### config.mk
export PLATFORM = sky130hd
export DESIGN_NAME = segment_decoder_flat
export DESIGN_NICKNAME = d
export VERILOG_FILES = /design/src/rtl/segment_if.sv /design/src/rtl/segment_decoder.sv /design/src/flat_wrapper.sv
export SDC_FILE = /design/constraint.sdc
export NUM_CORES = 1
export LEC_CHECK = 0
export CAP_MARGIN = 10
export CORE_ASPECT_RATIO = 1.4
export CORE_MARGIN = 1.5
export CORE_UTILIZATION = 55
export DETAILED_ROUTE_END_ITERATION = 7
export GPL_ROUTABILITY_DRIVEN = 0
export HOLD_SLACK_MARGIN = 0.15
export PLACE_DENSITY_LB_ADDON = 0.1
export SYNTH_ARGS = -nofsm -noshare
export SYNTH_HDL_FRONTEND = slang
export SYNTH_SLANG_ARGS = --single-unit
### constraint.sdc
create_clock -name clk -period 3.7 [get_ports clk]
set_input_delay 0.555 -clock clk [delete_from_list [all_inputs] [get_ports clk]]
set_output_delay 0.555 -clock clk [all_outputs]
set_load 0.02 [all_outputs]
### src/rtl/segment_if.sv
// Display-bus bundle between a 7-segment pattern source and the segment decoder/monitor.
// The source drives the active-low pattern and the decoder returns its decoded status.
interface segment_if #(
    parameter int ERR_W = 8
);
    logic [6:0]       segment;
    logic [3:0]       digit;
    logic             digit_valid;
    logic             blank;
    logic             invalid;
    logic             seq_err;
    logic [ERR_W-1:0] err_count;

    modport master (
        output segment,
        input  digit, digit_valid, blank, invalid, seq_err, err_count
    );

    modport slave (
        input  segment,
        output digit, digit_valid, blank, invalid, seq_err, err_count
    );
endinterface

### src/rtl/segment_decoder.sv
// Seven-segment bus monitor: debounces the active-low pattern, decodes it to BCD,
// and flags undecodable patterns and digits that do not advance by +1 mod 10.
module segment_decoder #(
    parameter int STABLE_CYCLES = 4,
    parameter int ERR_W         = 8
) (
    input  logic     clk,
    input  logic     rst,
    segment_if.slave bus
);
    localparam int CNT_W = $clog2(STABLE_CYCLES + 1);
    localparam logic [CNT_W-1:0] CNT_MAX    = CNT_W'(STABLE_CYCLES);
    localparam logic [CNT_W-1:0] CNT_ACCEPT = CNT_W'(STABLE_CYCLES - 1);
    localparam logic [6:0]       PAT_BLANK  = 7'b1111111;
    localparam logic [ERR_W-1:0] ERR_MAX    = {ERR_W{1'b1}};

    typedef enum logic [0:0] {IDLE = 1'b0, TRACK = 1'b1} state_t;

    // Returns {is_digit, bcd}; is_digit is low for blank and every undecodable code.
    function automatic logic [4:0] decode_seg(input logic [6:0] pat);
        case (pat)
            7'b0000001: decode_seg = {1'b1, 4'd0};
            7'b1001111: decode_seg = {1'b1, 4'd1};
            7'b0010010: decode_seg = {1'b1, 4'd2};
            7'b0000110: decode_seg = {1'b1, 4'd3};
            7'b1001100: decode_seg = {1'b1, 4'd4};
            7'b0100100: decode_seg = {1'b1, 4'd5};
            7'b0100000: decode_seg = {1'b1, 4'd6};
            7'b0001111: decode_seg = {1'b1, 4'd7};
            7'b0000000: decode_seg = {1'b1, 4'd8};
            7'b0000100: decode_seg = {1'b1, 4'd9};
            default:    decode_seg = {1'b0, 4'd0};
        endcase
    endfunction

    state_t           state_q, state_d;
    logic [6:0]       seg_q, seg_d;
    logic [6:0]       acc_pat_q, acc_pat_d;
    logic [CNT_W-1:0] cnt_q, cnt_d;
    logic [3:0]       digit_q, digit_d;
    logic             digit_valid_q, digit_valid_d;
    logic             blank_q, blank_d;
    logic             invalid_q, invalid_d;
    logic             seq_err_q, seq_err_d;
    logic [ERR_W-1:0] err_count_q, err_count_d;
    logic [4:0]       dec_s;
    logic [3:0]       next_digit_s;
    logic             accept_s;

    // Sampling, acceptance, classification and error accounting.
    always_comb begin
        seg_d         = bus.segment;
        state_d       = state_q;
        acc_pat_d     = acc_pat_q;
        digit_d       = digit_q;
        blank_d       = blank_q;
        digit_valid_d = 1'b0;
        invalid_d     = 1'b0;
        seq_err_d     = 1'b0;
        err_count_d   = err_count_q;
        dec_s         = decode_seg(seg_q);
        next_digit_s  = (digit_q == 4'd9) ? 4'd0 : digit_q + 4'd1;

        if (bus.segment != seg_q) begin
            cnt_d = {CNT_W{1'b0}};
        end else if (cnt_q < CNT_MAX) begin
            cnt_d = cnt_q + CNT_W'(1);
        end else begin
            cnt_d = cnt_q;
        end

        // seg_q has been held for STABLE_CYCLES samples once cnt_q reaches CNT_ACCEPT.
        accept_s = (cnt_q >= CNT_ACCEPT) && (seg_q != acc_pat_q);

        if (accept_s) begin
            acc_pat_d = seg_q;
            if (dec_s[4]) begin
                digit_d       = dec_s[3:0];
                digit_valid_d = 1'b1;
                blank_d       = 1'b0;
                state_d       = TRACK;
                if ((state_q == TRACK) && (dec_s[3:0] != next_digit_s)) begin
                    seq_err_d = 1'b1;
                end else begin
                    seq_err_d = 1'b0;
                end
            end else if (seg_q == PAT_BLANK) begin
                blank_d = 1'b1;
                state_d = IDLE;
            end else begin
                invalid_d = 1'b1;
                blank_d   = 1'b0;
                state_d   = IDLE;
            end
        end else begin
            acc_pat_d = acc_pat_q;
        end

        if ((invalid_d || seq_err_d) && (err_count_q != ERR_MAX)) begin
            err_count_d = err_count_q + ERR_W'(1);
        end else begin
            err_count_d = err_count_q;
        end
    end

    // State and output registers with asynchronous reset.
    always_ff @(posedge clk or posedge rst) begin
        if (rst) begin
            state_q       <= IDLE;
            seg_q         <= PAT_BLANK;
            acc_pat_q     <= PAT_BLANK;
            cnt_q         <= {CNT_W{1'b0}};
            digit_q       <= 4'd0;
            digit_valid_q <= 1'b0;
            blank_q       <= 1'b1;
            invalid_q     <= 1'b0;
            seq_err_q     <= 1'b0;
            err_count_q   <= {ERR_W{1'b0}};
        end else begin
            state_q       <= state_d;
            seg_q         <= seg_d;
            acc_pat_q     <= acc_pat_d;
            cnt_q         <= cnt_d;
            digit_q       <= digit_d;
            digit_valid_q <= digit_valid_d;
            blank_q       <= blank_d;
            invalid_q     <= invalid_d;
            seq_err_q     <= seq_err_d;
            err_count_q   <= err_count_d;
        end
    end

    assign bus.digit       = digit_q;
    assign bus.digit_valid = digit_valid_q;
    assign bus.blank       = blank_q;
    assign bus.invalid     = invalid_q;
    assign bus.seq_err     = seq_err_q;
    assign bus.err_count   = err_count_q;
endmodule

### src/flat_wrapper.sv
// flat-port wrapper written by rule: the top's interface ports become plain ports
module segment_decoder_flat 
#(
    parameter int STABLE_CYCLES = 4,
    parameter int ERR_W         = 8
)
  (clk, rst, bus_segment, bus_digit, bus_digit_valid, bus_blank, bus_invalid, bus_seq_err, bus_err_count);
  segment_if #(.ERR_W(ERR_W)) bus_i ();
  input  logic clk;
  input  logic rst;
  input wire logic [$bits(bus_i.segment)-1:0] bus_segment;
  output wire logic [$bits(bus_i.digit)-1:0] bus_digit;
  output wire logic [$bits(bus_i.digit_valid)-1:0] bus_digit_valid;
  output wire logic [$bits(bus_i.blank)-1:0] bus_blank;
  output wire logic [$bits(bus_i.invalid)-1:0] bus_invalid;
  output wire logic [$bits(bus_i.seq_err)-1:0] bus_seq_err;
  output wire logic [$bits(bus_i.err_count)-1:0] bus_err_count;
  assign bus_i.segment = bus_segment;
  assign bus_digit = bus_i.digit;
  assign bus_digit_valid = bus_i.digit_valid;
  assign bus_blank = bus_i.blank;
  assign bus_invalid = bus_i.invalid;
  assign bus_seq_err = bus_i.seq_err;
  assign bus_err_count = bus_i.err_count;
  segment_decoder #(.STABLE_CYCLES(STABLE_CYCLES), .ERR_W(ERR_W)) u_core (.clk(clk), .rst(rst), .bus(bus_i));
endmodule
==> results of run 1 <==
## cell families (layout without fill, tap and decap cells)
logic type               after synthesis  count (layout)
flip-flops                            34              34
AND/OR/NAND/NOR                       58              58
buffers and inverters                 19              43
AO/OA/AOI/OAI                         32              32
XOR/XNOR                              22              22
adder cells (fa/ha/maj)                4               4
multiplexers                          16              16
## cells in the mapped netlist, types with 2 or more instances
cell type,n
dfrtp_1,19
mux2i_1,3
a21boi_1,2
nand3_1,11
clkbuf_1,2
and3b_1,2
buf_2,8
nor3b_1,2
dfstp_2,15
and3_1,2
a31oi_1,3
nor4_1,2
nand4_1,5
nor2b_1,4
xnor2_1,8
nor2_1,7
nand2_1,10
nor3_1,2
ha_1,3
xor2_1,14
a21oi_1,6
a211oi_1,3
mux2_1,4
mux2_2,9
inv_1,9
nand4b_1,3
o21ai_0,3
## final timing paths
check,start,slack (ps),cells past startpoint,to
hold / removal,u_core.bus.blank,500,2,u_core.bus.blank
max in group asynchronous,rst,2180,3,u_core.acc_pat_q[2]
setup / recovery,u_core.seg_q[2],710,8,u_core.bus.err_count[1]
hold reg to reg,u_core.bus.blank,500,2,u_core.bus.blank
setup reg to reg,u_core.seg_q[2],710,8,u_core.bus.err_count[1]
min in group asynchronous,rst,770,2,u_core.bus.digit[3]
## metrics by stage
stage,setup slack (ps),util (%)
floorplan,1010,-
global route,480,67.8
global placement,876,65.1
CTS,719,67.8
finish,711,67.8
detailed placement,742,65.1
## flip-flops by register name, summed over array words and instances, names as in the netlist
register,count
u_core.acc_pat_q,7
u_core.bus.blank,1
u_core.bus.digit,4
u_core.bus.digit_valid,1
u_core.bus.err_count,8
u_core.bus.invalid,1
u_core.bus.seq_err,1
u_core.cnt_q,3
u_core.seg_q,7
u_core.state_q,1
## worst min-delay path: cells and delay by family (launching register included)
family          cells  cell delay, ps
flops               1             370
buf+inv             1              40
compound gates      1              80
## report_power, final
group | internal, mW | leakage (nW) | total, mW | switching, mW
clock | 0.150 | 0.0482 | 0.278 | 0.128
combinational | 0.0226 | 0.495 | 0.0439 | 0.0213
sequential | 0.381 | 0.422 | 0.396 | 0.0158
## cell type report
type / count / area [um^2] / share of cell area, %
inverter: 9 / 33.8 / 1.46
timing repair buffer: 26 / 255 / 11.0
sequential: 34 / 870 / 37.6
clock buffer: 7 / 86.3 / 3.73
tap: 40 / 50.0 / 2.16
multi-input combinational: 132 / 1010 / 43.8
clock inverter: 1 / 5.00 / 0.216
## layer usage
| layer | part of all wire (%) | wire length (um) |
|---|---|---|
| met2 | 54 | 2080 |
| met5 | 0 | 0 |
| met4 | 2.7 | 104 |
| met3 | 2.1 | 80 |
| met1 | 41 | 1600 |
==> reports/results.txt, run 1 <==
met1 Use GR = 26.0%
fin crit period = 2990 ps
highest cell delay on the worst timing path = 640 ps
met3 usage = 5.08%
busiest layer in global routing = met2
number of cells after detailed placement = 241
unrepaired setup endpoints after global routing = false
number of register bits inferred by synthesis = 34
outcome = completed
Hold Buf Count CTS = 0
number of unique standard cell types used by synthesis = 51
non-filler instance count after layout = 249
worst endpoint data arrival time = 3160 ps
antenna diode count = 0
commonest non-fill, non-tap cells in the layout = clkdlybuf4s50_1, dfrtp_1, dfstp_2
Die Area = 3940 um^2
final hold slack = 497 ps
Top-Level Pins = 25
xor and xnor area share after synthesis = 9.82%
Final Skew = 6.75 ps
category of the worst setup path capture point = flop
Die Y = 73.7 um
antenna violations before repair = 0
final wirelength = 3860 um
Top FF cell, synth = dfrtp_1
Inserted Clock Buffers = 5
fraction of the mapped netlist area in compound gates = 12.9%
floorplan row count = 25
Non-Filler Cell Area, Final = 2310 um^2
fill cell count = 288
clock latency of the later-clocked register in the worst-skew pair = 290 ps
worst voltage drop across the vdd grid = 330 uV
all-layer global routing usage = 22.8%
quantity of gates resized following cts = 0
most common library cell in the layout ignoring fill and taps = clkdlybuf4s50_1
setup TNS = 0 ps
average detailed-routed wire length per instance = 15.5 um
number of slew-limit violations in the final report = 0
maximum clock insertion buffer count = 2
Critical Setup Path Class = flop to flop
post-route fraction of the period consumed by the critical path = 80.8%
clock tree from TritonCTS = built
Initial Util = 57.6%
synthesized-area fraction occupied by and/or/nand/nor cells = 17.5%
Yosys top cell by area = dfrtp_1
top cell type's share of synthesized area = 24.2%
fraction of final layout cells with drive strength greater than 1 = 18.2%
Worst-Margin Slew = 920 ps
GR Overflow Total = 0
placed cell areas = 2220 um^2
Root Buffer = clkbuf_8
Antenna Violating Nets Remaining = 0
synth-to-layout area growth = 17.8%
routed vias = 1,454
total count of hold-check failures in the final report = 0
drt pass-1 iters = 4
synthesized net count = 197
number of DRC markers in iteration 0 = 25
total power of the final layout = 0.718 mW
post-synthesis adder-cell area fraction = 2.42%
port buffer count = 24
Worst EP required = 3870 ps
max frequency = 335 MHz
# Max-Cap Violations = 0
worst max-slew margin expressed relative to the limit = 38.6%
number of levels the H-tree was split into = 2
cell at the slowest stage of the critical path = dfstp_2
leakage power = 0.965 nW
worst path cell trace = nor4bb_1 > nand3_1 > nand2_1 > nor2_1 > nor2b_1 > o211ai_4 > a21boi_1 > mux2_1
worst path buffer plus inverter count = 0
routed vias/inst = 5.84
async set or reset register ratio after synthesis = 100%
DRC Markers = 0
number of global-route vias before repair = 1,486
clock transition time at the flip-flop clock pins of the worst setup and hold paths = 70 ps
kind of launch point of the worst setup path = flop
count of mapped cells out of synthesis = 185
setup violation total in the final timing report = 0
post-synthesis cell area = 1960 um^2
mean area per synthesized cell = 10.6 um^2
sinks on the clock net = 34
yosys warns = 0
core box area = 3410 um^2
met2 capacity usage during global routing = 38.8%
main area contributors after synthesis = dfrtp_1, dfstp_2, xor2_1
Seq/Total Area, Yosys = 44.3%
largest net degree at the start of global routing = 27
placed wire-length estimate = 2830 um
final net count = 220
number of setup buffers added after CTS = 0
largest family of logic cells by synthesized area = simple AND/OR/NAND/NOR gates
multiplexer share of the synthesized area = 8.99%
EDFF count, synth = 0
first-pass GRT wire length = 6450 um
delay-heaviest family, CP = simple AND/OR/NAND/NOR gates
biggest fanout along the worst timing path = 12
Worst Hold Class = flop to flop
width of the die = 53.5 um
Pwr per Cell Area = 311 nW/um^2
Note: power is estimated with default switching activity, not from simulation.
==> run 2: changes to the inputs <==
==> constraint.sdc (replaced) <==
create_clock -name clk -period 3.1 [get_ports clk]
set_input_delay 0.465 -clock clk [delete_from_list [all_inputs] [get_ports clk]]
set_output_delay 0.465 -clock clk [all_outputs]
set_load 0.02 [all_outputs]
==> run 2 against run 1 <==
Register-to-register slack worse by 470 ps. First-iteration DRC count increased by 120%. Clock skew is essentially flat. Sequential share of layout area down 0.22 points. Global-route usage up 0.72 points. Highest routed layer unchanged.
==> reports/results.txt, run 2 (synthesis results as in run 1) <==
outcome = completed
cell at the slowest stage of the critical path = dfstp_2
biggest fanout along the worst timing path = 12 (unchanged)
Top-Level Pins = 25 (unchanged)
antenna violations before repair = 0 (unchanged)
total count of hold-check failures in the final report = 0 (unchanged)
Final WS setup = 238 ps (-473 ps)
category of the worst setup path capture point = flop
floorplan row count = 25 (unchanged)
leakage power = 0.973 nW (+0.78%)
register share of total power = 55.3% (about the same)
first-pass GRT wire length = 6680 um (+3.5%)
kind of launch point of the worst setup path = flop
worst max-slew margin expressed relative to the limit = 47.7% (+9.1 points)
clock tree from TritonCTS = built
commonest non-fill, non-tap cells in the layout = clkdlybuf4s50_1, dfrtp_1, dfstp_2
Initial Util = 57.6% (unchanged)
clock transition time at the flip-flop clock pins of the worst setup and hold paths = 60 ps (about the same)
final net count = 222 (+0.91%)
total power of the final layout = 0.856 mW (+19%)
# Max-Cap Violations = 0 (unchanged)
number of global-route vias before repair = 1,442 (-3.0%)
non-filler instance count after layout = 251 (+0.80%)
synth-to-layout area growth = 18.5%
flip-flop count of the largest register, all copies and words added = 8 (unchanged)
unrepaired setup endpoints after global routing = false
all-layer global routing usage = 23.5% (+0.72 points)
fraction of final layout cells with drive strength greater than 1 = 18.5% (+0.30 points)
routed vias = 1,458 (+0.28%)
largest net degree at the start of global routing = 23 (-15%)
setup violation total in the final timing report = 0 (unchanged)
Worst EP required = 3270 ps (-600 ps)
DRC Markers = 0 (unchanged)
drt pass-1 iters = 4 (unchanged)
Pwr per Cell Area = 368 nW/um^2 (+19%)
number of setup buffers added after CTS = 0 (unchanged)
final hold slack = 499 ps (+2.46 ps)
quantity of gates resized following cts = 0 (unchanged)
width of the die = 53.5 um (unchanged)
average detailed-routed wire length per instance = 16.2 um (+4.3%)
Inserted Clock Buffers = 5 (unchanged)
Non-Filler Cell Area, Final = 2330 um^2 (+0.60%)
Hold Buf Count CTS = 0 (unchanged)
clock latency of the later-clocked register in the worst-skew pair = 280 ps (about the same)
Die Area = 3940 um^2 (unchanged)
Root Buffer = clkbuf_8
worst path cell trace = nor4bb_1 > nand3_1 > nand4b_1 > mux2i_1 > o32ai_2 > o211ai_4 > a21boi_1 > mux2_1
placed wire-length estimate = 2960 um (+4.5%)
Die Y = 73.7 um (unchanged)
highest cell delay on the worst timing path = 660 ps (+20 ps)
number of levels the H-tree was split into = 2 (unchanged)
most common library cell in the layout ignoring fill and taps = clkdlybuf4s50_1
Switching Power = 0.193 mW (+17%)
final wirelength = 4060 um (+5.1%)
worst endpoint data arrival time = 3030 ps (-130 ps)
setup TNS = 0 ps (unchanged)
part of the power in combinational logic = 6.3% (+0.2 points)
Antenna Violating Nets Remaining = 0 (unchanged)
max frequency = 349 MHz (+4.5%)
worst voltage drop across the vdd grid = 459 uV (+39%)
antenna diode count = 0 (unchanged)
Final Skew = 6.92 ps (+0.172 ps)
Pint = 0.663 mW (+20%)
core occupancy in the finished layout = 68.2% (+0.40 points)
number of cells after detailed placement = 243 (+0.83%)
Worst-Margin Slew = 784 ps (-136 ps)
net switching fraction of the power = 22.6% (-0.42 points)
Worst Hold Class = flop to flop
maximum clock insertion buffer count = 2 (unchanged)
post-route fraction of the period consumed by the critical path = 92.3% (+12 points)
placed cell areas = 2240 um^2 (+0.68%)
Clock Power Share = 38.4% (-0.3 points)
port buffer count = 24 (unchanged)
routed vias/inst = 5.81 (-0.52%)
fin crit period = 2860 ps (-127 ps)
GR Overflow Total = 0 (unchanged)
sinks on the clock net = 34 (unchanged)
number of slew-limit violations in the final report = 0 (unchanged)
number of DRC markers in iteration 0 = 56 (+120%)
post-place setup slack = 258 ps (-484 ps)
core box area = 3410 um^2 (unchanged)
Critical Setup Path Class = flop to flop
[run 2: changes by cell type in the layout (fill, tap and decap cells not counted), sizes merged]
cell and delta:
clkinv -1, buf +2, clkbuf +1
[run 2: area by class of cell]
| type | count | area, um^2 |
|---|---|---|
| tap | 40 | 50.0 |
| fill | 272 | 1080 |
| sequential | 34 | 870 |
| multi-input combinational | 132 | 1010 |
| clock buffer | 8 | 90.1 |
| timing repair buffer | 28 | 270 |
| inverter | 9 | 33.8 |
[run 2: worst max-delay path, delay by kind of cell (launching register included)]
family	cells	cell delay (ps)
AO/OA/AOI/OAI	3	840
AND/OR/NAND/NOR	3	810
flip-flops	1	660
multiplexers	2	440
[run 2: worst paths after layout]
path,to,start,slack (ps),cells after the start
hold reg to reg,u_core.bus.blank,u_core.bus.blank,500,2
hold / removal,u_core.bus.blank,u_core.bus.blank,500,2
setup reg to reg,u_core.bus.err_count[1],u_core.seg_q[2],240,8
setup / recovery,u_core.bus.err_count[1],u_core.seg_q[2],240,8
max in group asynchronous,u_core.seg_q[1],rst,1760,3
min in group asynchronous,u_core.bus.digit[3],rst,620,2
[run 2: routing by layer]
| metal | vias to the layer above | part of all wire, % | global-route usage (%) | wire, um |
|---|---|---|---|---|
| met5 | - | 0 | 0 | 0 |
| met4 | 0 | 2.2 | 9.69 | 89 |
| met3 | 10 | 3.2 | 5.49 | 132 |
| met2 | 36 | 53 | 39.8 | 2150 |
| met1 | 691 | 42 | 28.1 | 1700 |
| li1 | 721 | - | - | - |
[run 2: power by group through the flow]
stage                     sequential (mW)  clock, mW  combinational, mW
after global placement              0.479          0             0.0523
final                               0.473      0.329             0.0539
after detailed placement            0.480          0             0.0542
after CTS                           0.473      0.339             0.0546
after global routing                0.474      0.357             0.0597
after floorplan                     0.465          0             0.0468
==> run 3: changes to the inputs <==
--- a/config.mk
+++ b/config.mk
@@ -11,6 +11,7 @@
 export CORE_UTILIZATION = 55
 export DETAILED_ROUTE_END_ITERATION = 7
 export GPL_ROUTABILITY_DRIVEN = 0
+export GPL_TIMING_DRIVEN = 0
 export HOLD_SLACK_MARGIN = 0.15
 export PLACE_DENSITY_LB_ADDON = 0.1
 export SYNTH_ARGS = -nofsm -noshare
==> run 3 against run 2 <==
Sequential share of layout area down 0.67 points. Count of clock-buffer cells in the layout decreased by 2. Global-route usage fell by 0.51 points. Via count is 4.0% higher. Critical endpoint unchanged. Largest cell class unchanged.
==> reports/results.txt, run 3 (synthesis results as in run 1) <==
outcome = completed
all-layer global routing usage = 23.0% (-0.51 points)
reg2reg setup slack = 200 ps (-30 ps)
worst voltage drop across the vdd grid = 320 uV (-30%)
leakage power = 0.998 nW (+2.6%)
kind of launch point of the worst setup path = flop
most common library cell in the layout ignoring fill and taps = clkdlybuf4s50_1
Top-Level Pins = 25 (unchanged)
Final WS setup = 204 ps (-34.2 ps)
Worst EP required = 3260 ps (about the same)
maximum clock insertion buffer count = 2 (unchanged)
number of DRC markers in iteration 0 = 39 (-30%)
port buffer count = 24 (unchanged)
Worst-Margin Slew = 658 ps (-126 ps)
unrepaired setup endpoints after global routing = false
Die Y = 73.7 um (unchanged)
total power of the final layout = 0.834 mW (-2.6%)
GR Overflow Total = 0 (unchanged)
DRC Markers = 0 (unchanged)
flip-flop count of the largest register, all copies and words added = 8 (unchanged)
total count of hold-check failures in the final report = 0 (unchanged)
drt pass-1 iters = 4 (unchanged)
average detailed-routed wire length per instance = 15.4 um (-4.9%)
r2r startpoint = u_core.seg_q[3]
routed vias = 1,516 (+4.0%)
width of the die = 53.5 um (unchanged)
core occupancy in the finished layout = 69.5% (+1.2 points)
clock tree from TritonCTS = built
category of the worst setup path capture point = flop
Worst Hold Class = input port to asynchronous set/reset pin
antenna diode count = 0 (unchanged)
capture instance of the worst register-to-register path = u_core.bus.err_count[1]
worst max-slew margin expressed relative to the limit = 56.0% (+8.4 points)
max frequency = 345 MHz (-1.2%)
biggest fanout along the worst timing path = 10 (-2)
post-place setup slack = -94.1 ps (-352 ps)
Worst Reg2Reg Path Length in Cells = 9 (+1)
commonest non-fill, non-tap cells in the layout = clkdlybuf4s50_1, dfrtp_1, dfstp_2
number of slew-limit violations in the final report = 0 (unchanged)
synth-to-layout area growth = 20.7%
Antenna Violating Nets Remaining = 0 (unchanged)
final net count = 229 (+3.2%)
Initial Util = 57.6% (unchanged)
Inserted Clock Buffers = 5 (unchanged)
Hold Buf Count CTS = 0 (unchanged)
core box area = 3410 um^2 (unchanged)
clock latency of the later-clocked register in the worst-skew pair = 280 ps (about the same)
fin crit period = 2900 ps (+34.2 ps)
Critical Setup Path Class = flop to flop
Root Buffer = clkbuf_8
sinks on the clock net = 34 (unchanged)
# Max-Cap Violations = 0 (unchanged)
Final Skew = 6.99 ps (+0.0630 ps)
clock transition time at the flip-flop clock pins of the worst setup and hold paths = 70 ps (about the same)
first-pass GRT wire length = 6490 um (-2.9%)
final wirelength = 3970 um (-2.2%)
number of cells after detailed placement = 249 (+2.5%)
Pwr per Cell Area = 352 nW/um^2 (-4.4%)
fraction of final layout cells with drive strength greater than 1 = 21.1% (+2.6 points)
Die Area = 3940 um^2 (unchanged)
worst setup path start = u_core.seg_q[3]
placed wire-length estimate = 2920 um (-1.4%)
worst endpoint data arrival time = 3050 ps (+20 ps)
floorplan row count = 25 (unchanged)
number of global-route vias before repair = 1,482 (+2.8%)
non-filler instance count after layout = 258 (+2.8%)
antenna violations before repair = 0 (unchanged)
post-route fraction of the period consumed by the critical path = 93.4% (+1.1 points)
setup violation total in the final timing report = 0 (unchanged)
routed vias/inst = 5.88 (+1.2%)
largest net degree at the start of global routing = 35 (+52%)
number of levels the H-tree was split into = 2 (unchanged)
[run 3: final cells by class]
class | count | area [um^2]
clock buffer | 6 | 72.6
inverter | 9 | 33.8
fill | 262 | 1040
buffer | 10 | 47.5
multi-input combinational | 132 | 1020
clock inverter | 2 | 10.0
tap | 40 | 50.0
sequential | 34 | 870
timing repair buffer | 25 | 268
[run 3: worst max-delay path by stage]
stage	end	slack (ps)
after floorplan	u_core.bus.err_count[1]	410
after global placement	u_core.bus.err_count[1]	120
after detailed placement	u_core.bus.err_count[1]	-90
after CTS	u_core.bus.err_count[1]	210
after global routing	u_core.bus.err_count[1]	10
final	u_core.bus.err_count[1]	200
[run 3: critical path, cell delays in order, from the launching register on]
cell and delay [ps]:
dfstp_2 560, buf_2 230, nor4bb_1 310, nand3_1 250, nand4b_1 160, mux2i_1 90, o32ai_2 360, o211ai_4 180
a21boi_1 270, mux2_1 360
[run 3: repair_timing]
action,in CTS,in global routing
setup endpoints to repair,4,0
resized for setup,1,0
buffers inserted,0,0
[run 3: metrics by stage]
stage,setup TNS (ps),area [um^2],hold slack (ps)
2_1_floorplan,0,1960,469
3_3_place_gp,0,2250,488
3_5_place_dp,-152,2250,489
4_1_cts,0,2340,500
5_1_grt,0,2370,440
6_report,0,2370,435
[run 3: power breakdown]
part / switching (mW) / internal [mW] / leakage, nW / total (mW)
clock network: 0.145 / 0.155 / 0.0450 / 0.300
logic: 0.0424 / 0.0330 / 0.531 / 0.0754
registers: 0.00481 / 0.454 / 0.422 / 0.459
total: 0.192 / 0.642 / 0.998 / 0.834
[run 3: metal layers]
| layer | part of all wire [%] | vias up | global-route usage [%] |
|---|---|---|---|
| li1 | - | 735 | - |
| met1 | 41 | 750 | 27.1 |
| met2 | 55 | 26 | 39.2 |
| met3 | 2.7 | 5 | 5.28 |
| met4 | 1.4 | 0 | 9.69 |
| met5 | 0 | - | 0 |
